$ cat src/rtl/ahbl_master_mux.sv
// Two-master to one-slave AHB-Lite arbiter/multiplexer with burst lock and deferred data-phase completion.
// Define AHBL_MUX_RR_EN for round-robin arbitration; fixed priority (M0 wins) otherwise.
module ahbl_master_mux #(
  parameter int PARK = 0
) (
  input  logic        HCLK,
  input  logic        HRESET,
  input  logic [31:0] M0_HADDR,
  input  logic [1:0]  M0_HTRANS,
  input  logic [2:0]  M0_HSIZE,
  input  logic        M0_HWRITE,
  input  logic [31:0] M0_HWDATA,
  output logic        M0_HREADY,
  output logic [31:0] M0_HRDATA,
  input  logic [31:0] M1_HADDR,
  input  logic [1:0]  M1_HTRANS,
  input  logic [2:0]  M1_HSIZE,
  input  logic        M1_HWRITE,
  input  logic [31:0] M1_HWDATA,
  output logic        M1_HREADY,
  output logic [31:0] M1_HRDATA,
  output logic [31:0] HADDR,
  output logic [1:0]  HTRANS,
  output logic [2:0]  HSIZE,
  output logic        HWRITE,
  output logic [31:0] HWDATA,
  input  logic        HREADY,
  input  logic [31:0] HRDATA
);

  localparam logic [1:0] HT_BUSY = 2'b01;
  localparam logic [1:0] HT_SEQ  = 2'b11;
  localparam logic       PARK_M  = (PARK != 0);

  logic        addr_own_q, addr_own_d;
  logic        data_act_q, data_act_d;
  logic        data_own_q, data_own_d;
  logic [1:0]  pend_q, pend_d;
  logic [31:0] hold0_q, hold0_d;
  logic [31:0] hold1_q, hold1_d;

  logic [1:0]  req;
  logic [1:0]  own_trans;
  logic        lock;
  logic        nxt;
  logic [1:0]  granted;
  logic [1:0]  in_data;
  logic [1:0]  accept;
  logic [1:0]  defer;

  // Ready seen by one master, in priority order: pending, data phase, request, idle.
  function automatic logic master_ready(input logic pend, input logic data_ph,
                                        input logic rq, input logic gnt,
                                        input logic bus_rdy);
    logic rdy;
    if (pend)         rdy = gnt & bus_rdy;
    else if (data_ph) rdy = bus_rdy & (~rq | gnt);
    else if (rq)      rdy = gnt & bus_rdy;
    else              rdy = 1'b1;
    return rdy;
  endfunction

  always_comb begin
    req       = {M1_HTRANS[1], M0_HTRANS[1]};
    own_trans = addr_own_q ? M1_HTRANS : M0_HTRANS;
    lock      = (own_trans == HT_SEQ) || (own_trans == HT_BUSY);
  end

  always_comb begin
    nxt = addr_own_q;
    if (lock) begin
      nxt = addr_own_q;
    end else if (req == 2'b01) begin
      nxt = 1'b0;
    end else if (req == 2'b10) begin
      nxt = 1'b1;
    end else if (req == 2'b11) begin
`ifdef AHBL_MUX_RR_EN
      nxt = ~addr_own_q;
`else
      nxt = 1'b0;
`endif
    end
  end

  // Address phase passes straight through from the granted master.
  always_comb begin
    HADDR  = nxt ? M1_HADDR  : M0_HADDR;
    HTRANS = nxt ? M1_HTRANS : M0_HTRANS;
    HSIZE  = nxt ? M1_HSIZE  : M0_HSIZE;
    HWRITE = nxt ? M1_HWRITE : M0_HWRITE;
    HWDATA = data_own_q ? M1_HWDATA : M0_HWDATA;
  end

  always_comb begin
    granted = {nxt, ~nxt};
    in_data = {data_act_q & data_own_q, data_act_q & ~data_own_q};
    accept  = granted & {2{HREADY}};
    defer   = {2{HREADY}} & in_data & req & ~granted;
  end

  always_comb begin
    M0_HREADY = master_ready(pend_q[0], in_data[0], req[0], granted[0], HREADY);
    M1_HREADY = master_ready(pend_q[1], in_data[1], req[1], granted[1], HREADY);
    M0_HRDATA = pend_q[0] ? hold0_q : HRDATA;
    M1_HRDATA = pend_q[1] ? hold1_q : HRDATA;
  end

  // A master that retires a data phase while losing its next address phase keeps
  // the read data aside until its address is finally accepted.
  always_comb begin
    addr_own_d = addr_own_q;
    data_own_d = data_own_q;
    data_act_d = data_act_q;
    pend_d     = pend_q;
    hold0_d    = hold0_q;
    hold1_d    = hold1_q;
    if (HREADY) begin
      addr_own_d = nxt;
      data_own_d = nxt;
      data_act_d = req[nxt];
    end
    for (int x = 0; x < 2; x++) begin
      if (defer[x])       pend_d[x] = 1'b1;
      else if (accept[x]) pend_d[x] = 1'b0;
    end
    if (defer[0]) hold0_d = HRDATA;
    if (defer[1]) hold1_d = HRDATA;
  end

  always_ff @(posedge HCLK or posedge HRESET) begin
    if (HRESET) begin
      addr_own_q <= PARK_M;
      data_act_q <= 1'b0;
      data_own_q <= 1'b0;
      pend_q     <= 2'b00;
      hold0_q    <= 32'h0;
      hold1_q    <= 32'h0;
    end else begin
      addr_own_q <= addr_own_d;
      data_act_q <= data_act_d;
      data_own_q <= data_own_d;
      pend_q     <= pend_d;
      hold0_q    <= hold0_d;
      hold1_q    <= hold1_d;
    end
  end

endmodule

$ cat config.mk
export PLATFORM = sky130hd
export DESIGN_NAME = ahbl_master_mux
export DESIGN_NICKNAME = d
export VERILOG_FILES = /design/src/rtl/ahbl_master_mux.sv
export SDC_FILE = /design/constraint.sdc
export NUM_CORES = 1
export LEC_CHECK = 0
export ABC_AREA = 1
export BUFFER_PORTS_ARGS = -buffer_cell sky130_fd_sc_hd__buf_2
export CORE_AREA = 10 10 113 115
export CTS_CLUSTER_SIZE = 10
export DETAILED_ROUTE_END_ITERATION = 10
export DIE_AREA = 0 0 123 125
export PLACE_DENSITY = 0.82
export SLEW_MARGIN = 10
export SYNTH_ARGS = -nofsm -noshare
export SYNTH_HDL_FRONTEND = slang
export SYNTH_SLANG_ARGS = --single-unit
$ cat constraint.sdc
create_clock -name HCLK -period 3.88 [get_ports HCLK]
set_clock_uncertainty 0.2 [all_clocks]
set_input_delay 0.776 -clock HCLK [delete_from_list [all_inputs] [get_ports HCLK]]
set_output_delay 0.776 -clock HCLK [all_outputs]
set_load 0.02 [all_outputs]
==> results of run 1 <==
## metrics by stage
stage,cell area [sq um],worst slack (ns),power [mW]
after floorplan,4030,1.19,1.54
after global placement,5500,0.798,1.90
after detailed placement,5500,0.801,1.92
after CTS,5700,0.805,2.52
after global routing,5700,0.621,2.67
final,5700,0.764,2.49
## sequential cells by signal, summed over array words and instances (netlist names)
register and count:
data_act_q 1, pend_q 2, hold1_q 32, data_own_q 1, hold0_q 32
## path summary, 6_finish.rpt
kind | end | cells past startpoint | slack, ns | start
setup / recovery | HADDR[1] | 9 | 0.76 | M1_HTRANS[0]
hold / removal | hold0_q[8] | 0 | 0.18 | hold0_q[8]
setup reg to reg | hold1_q[28] | 7 | 1.65 | data_own_q
hold reg to reg | hold0_q[8] | 0 | 0.18 | hold0_q[8]
max in group asynchronous | pend_q[0] | 3 | 2.41 | HRESET
min in group asynchronous | hold1_q[17] | 3 | 0.49 | HRESET
## cells in the final DEF, fill, tap and decap left out, drive strengths merged
cell / count
dfrtp: 68
o31ai: 1
nor2: 1
nand2: 350
clkinvlp: 2
nand3: 32
clkbuf: 9
bufinv: 1
buf: 318
nand3b: 1
clkinv: 1
inv: 42
o21ai: 68
nor3b: 1
## synth_stat cells
cell      instances  area, sq um
buf_2             6         30.0
inv_2             2         7.51
inv_1            36          135
dfrtp_1          68         1700
nor3b_4           1         18.8
clkinv_1          1         3.75
nand2_2           1         6.26
nand2_4           1         11.3
nand2_1         348         1310
o31ai_1           1         7.51
nand3b_1          1         7.51
o21ai_0          66          330
buf_4             1         7.51
o21ai_1           2         10.0
nor2_1            1         3.75
clkbuf_1         56          210
buf_1             1         3.75
nand3_1          32          160
buf_6             6         67.6
## power by group through the flow
stage | registers, mW | logic, mW | clock network, mW
finish | 0.954 | 0.942 | 0.598
detailed placement | 0.966 | 0.949 | 0
floorplan | 0.916 | 0.628 | 0
global placement | 0.960 | 0.939 | 0
global route | 0.977 | 1.05 | 0.646
CTS | 0.953 | 0.952 | 0.619
## logic make-up (layout without fill, tap and decap cells)
kind of cell    after synthesis  count (layout)
flops                        68              68
buf+inv                     109             373
compound gates               69              69
simple gates                385             385
## routing by layer
layer	routed length [um]	up-vias
met2	8080	196
met1	6360	2085
li1	-	2419
met4	204	0
met5	0	-
met3	1670	14
## layout make-up
type	instances	area, sq um	area share (%)
Multi-Input combinational cell	454	1860	32.6
Sequential cell	68	1700	29.9
Timing Repair Buffer	318	1610	28.3
Tap cell	140	175	3.07
Inverter	39	146	2.57
Clock buffer	9	124	2.17
Clock inverter	7	80.1	1.40
==> metrics.yaml, run 1 <==
run_status: "finished clean"
antenna_left: 0
drive_gt1_share_pct: 38.2
met2_usage_pct: 33.7
wl_per_cell_um: 15.8
max_freq_mhz: 321
hold_path_class: "reg2reg"
met1_usage_pct: 23.6
synth-compound-area-share_pct: 8.63
clkTransAtPathRegs_ns: 0.07
cpMostUsedCell: "nand2_1"
dp_hpwl_mm: 13.1
cts_hold_buf: 0
seqPwrFrac_pct: 38.3
synthAdderAreaFrac_pct: 0
vias_per_cell: 4.55
diodes: 0
htreeDepth: 3
rsz0062_at_grt: "no"
path_delay_family: "buffers and inverters"
top_usage_layer: "met2"
io_buffers: 310
yosysSeqAreaShare_pct: 42.2
fillCellCount: 1102
p_int_mw: 1.48
slowest_stage: "inv_2"
met3_usage_pct: 8.06
row_count: 38
cts.sinks: 68
fp.dieH_um: 125
clock_path_buffers: 2
crit_path_end_kind: "output port"
pin_count: 311
vias: 4714
tns_ns: 0
cts-buffers-inserted: 9
synth_xor_area_share_pct: 0
finalWirelength_mm: 16.3
gr-total-overflow: 0
cp_cell_sequence: "buf_2 > inv_1 > nand2_1 > nand2_1 > nand2_1 > inv_2 > nand2_1 > nand2_1 > buf_2"
syn_area_sq_mm: 0.00403
synth_top_family_by_area: "simple AND/OR/NAND/NOR gates"
p_comb_share_pct: 37.8
power.density_mw_per_mm2: 437
post-route-period-util_pct: 80.3
synth_seq_cells: 68
start_kind: "input pin"
avgSynthCellArea_sq_um: 6.38
arrival_ns: 2.14
core_sq_mm: 0.0106
start_util_pct: 38.0
grt_pass1_wl_mm: 24.9
slowest_delay_ns: 0.51
fin_hold_ws_ns: 0.178
cp_max_fo: 40
layout_min_cycle_time_ns: 3.12
tightest_slew_ns: 1.03
first_iter_violations: 334
cts-resized-gates: 0
maxCapViolations: 0
placed_cells: 1019
cts-root-buf: "clkbuf_8"
setup_viol: 0
clk_latency_ns: 0.33
hold_viol_final: 0
p_sw_mw: 1.02
yosysUniqueCellTypes: 19
ir_drop_mv: 0.194
synthMuxAreaShare_pct: 0
grt_max_degree: 69
synth_nets: 806
yosysWarnings: 0
first_pass_iters: 5
fin_util_pct: 53.8
clock_power_share_pct: 24.0
finalNonFillerCells: 1035
path_buf_inv: 4
worstPathRequired_ns: 2.90
syn-instance-count: 631
nNetsFinal: 1065
leakagePower_nw: 3.52
syn_to_final_growth_pct: 41.6
antenna_found_initial: 0
die_w_um: 123
maxSlewViolCount: 0
switching_share_pct: 40.8
critPathKind: "in2out"
grt_use_total_pct: 20.1
slew_headroom_pct: 31.6
die_area_sq_mm: 0.0154
cts_tree: "yes"
post_cts_buffers: 0
yosys.area_share.simple_pct: 37.6
grt_pass1_vias: 4682
drc: 0
place.gp.congestion: 0.898
No activity file was read; power rests on OpenSTA's default activity.
==> inputs of run 2 (changes only) <==
--- a/config.mk
+++ b/config.mk
@@ -7,11 +7,11 @@
 export LEC_CHECK = 0
 export ABC_AREA = 1
 export BUFFER_PORTS_ARGS = -buffer_cell sky130_fd_sc_hd__buf_2
-export CORE_AREA = 10 10 113 115
+export CORE_MARGIN = 10
+export CORE_UTILIZATION = 40
 export CTS_CLUSTER_SIZE = 10
 export DETAILED_ROUTE_END_ITERATION = 10
-export DIE_AREA = 0 0 123 125
-export PLACE_DENSITY = 0.82
+export PLACE_DENSITY = 0.85
 export SLEW_MARGIN = 10
 export SYNTH_ARGS = -nofsm -noshare
 export SYNTH_HDL_FRONTEND = slang
==> constraint.sdc (replaced) <==
create_clock -name HCLK -period 2.9 [get_ports HCLK]
set_clock_uncertainty 0.2 [all_clocks]
set_input_delay 0.58 -clock HCLK [delete_from_list [all_inputs] [get_ports HCLK]]
set_output_delay 0.58 -clock HCLK [all_outputs]
set_load 0.02 [all_outputs]
==> metrics.yaml, run 2 (synthesis results as in run 1) <==
slew_headroom_pct: 53.2
diodes: 0
vias: 4630
mostFrequentLayoutCells: "nand2_1 (348), buf_2 (310), o21ai_0 (66), dfrtp_1 (66), inv_1 (35)"
hold_viol_final: 0
clock_path_buffers: 2
nNetsFinal: 1067
hold_path_class: "in2async"
tns_ns: 0
antenna_left: 0
grt_pass1_vias: 4597
post-route-period-util_pct: 88.9
wl_per_cell_um: 15.5
post_cts_buffers: 0
critPathKind: "reg2out"
io_buffers: 310
placed_cells: 1014
cts-resized-gates: 0
cts-root-buf: "clkbuf_8"
setup_viol: 0
grt_pass1_wl_mm: 24.5
fillCellCount: 952
power.density_mw_per_mm2: 573
core_sq_mm: 0.00977
leakagePower_nw: 3.54
r2r_slack_ns: 0.92
arrival_ns: 1.80
drive_gt1_share_pct: 38.4
reg2reg_from: "data_own_q"
grt_max_degree: 57
grt_use_total_pct: 20.8
run_status: "finished clean"
vias_per_cell: 4.50
layout_commonest_cell: "nand2_1"
cts-buffers-inserted: 9
cts_hold_buf: 0
seqCellArea_sq_mm: 0.00170
row_count: 36
r2r-end: "hold1_q[22]"
pin_count: 311
fp.dieH_um: 120
clkTransAtPathRegs_ns: 0.08
clk_latency_ns: 0.33
place.gp.congestion: 0.928
cp_max_fo: 37
max_freq_mhz: 388
gr-total-overflow: 0
worstPathRequired_ns: 2.12
crit_path_end_kind: "output port"
die_area_sq_mm: 0.0145
rsz0062_at_grt: "no"
first_iter_violations: 303
maxSlewViolCount: 0
start_util_pct: 41.2
die_w_um: 120
syn_to_final_growth_pct: 42.5
first_pass_iters: 5
tightest_slew_ns: 0.701
ir_drop_mv: 0.235
dp_hpwl_mm: 12.9
layout_min_cycle_time_ns: 2.58
cts.sinks: 68
multi_input_area_sq_mm: 0.00186
start_kind: "register"
maxCapViolations: 0
htreeDepth: 3
r2r_cells: 5
drc: 0
antenna_found_initial: 0
finalNonFillerCells: 1030
finalWirelength_mm: 15.9
cts_tree: "yes"
largestRegisters: "hold0_q x32, hold1_q x32, pend_q x2"
fin_util_pct: 58.8
==> run 2: routing by layer <==
layer	share of wire, %	global-route usage, %	vias up
met5	0	0	-
met4	0.84	4.68	0
met3	9.2	7.72	6
met2	52	36.0	186
met1	38	23.9	2017
li1	-	-	2421
==> run 2: layout make-up <==
| class | instances | share of cell area (%) |
|---|---|---|
| sequential | 68 | 29.7 |
| clock inverter | 7 | 1.33 |
| timing repair buffer | 320 | 29.0 |
| clock buffer | 9 | 2.16 |
| multi-input combinational | 454 | 32.4 |
| tap | 133 | 2.90 |
| inverter | 39 | 2.55 |
==> run 2: through the flow <==
stage               setup WS (ns)  power (mW)  area [sq um]  hold slack, ns
floorplan                   0.408        2.07          4030           0.229
global placement            0.373        2.54          5540           0.165
detailed placement          0.347        2.56          5540           0.165
CTS                         0.281        3.34          5740           0.172
global route               0.0867        3.55          5740           0.186
finish                      0.321        3.29          5740           0.167
==> run 2: worst max-delay path by stage <==
stage	from	end	slack, ns	cells after the start
after floorplan	HRESET	data_act_q	0.41	1
after global placement	M1_HTRANS[0]	M1_HREADY	0.37	9
after detailed placement	M1_HTRANS[0]	M1_HREADY	0.35	9
after CTS	data_own_q	M1_HREADY	0.28	6
after global routing	data_own_q	M1_HREADY	0.09	6
final	data_own_q	M1_HREADY	0.32	6
==> run 2: power by group <==
| part | leakage, nW | switching (mW) | internal (mW) | total [mW] |
|---|---|---|---|---|
| clock | 0.0958 | 0.360 | 0.401 | 0.761 |
| combinational | 2.54 | 0.842 | 0.442 | 1.28 |
| sequential | 0.903 | 0.112 | 1.14 | 1.25 |
| total | 3.54 | 1.31 | 1.98 | 3.29 |
==> run 2: worst max-delay path, cell delays in order (launching register included) <==
cell,delay [ns]
dfrtp_1,0.43
nand2_1,0.11
nand2_1,0.11
buf_4,0.35
nand2_1,0.14
o31ai_1,0.09
buf_2,0.22
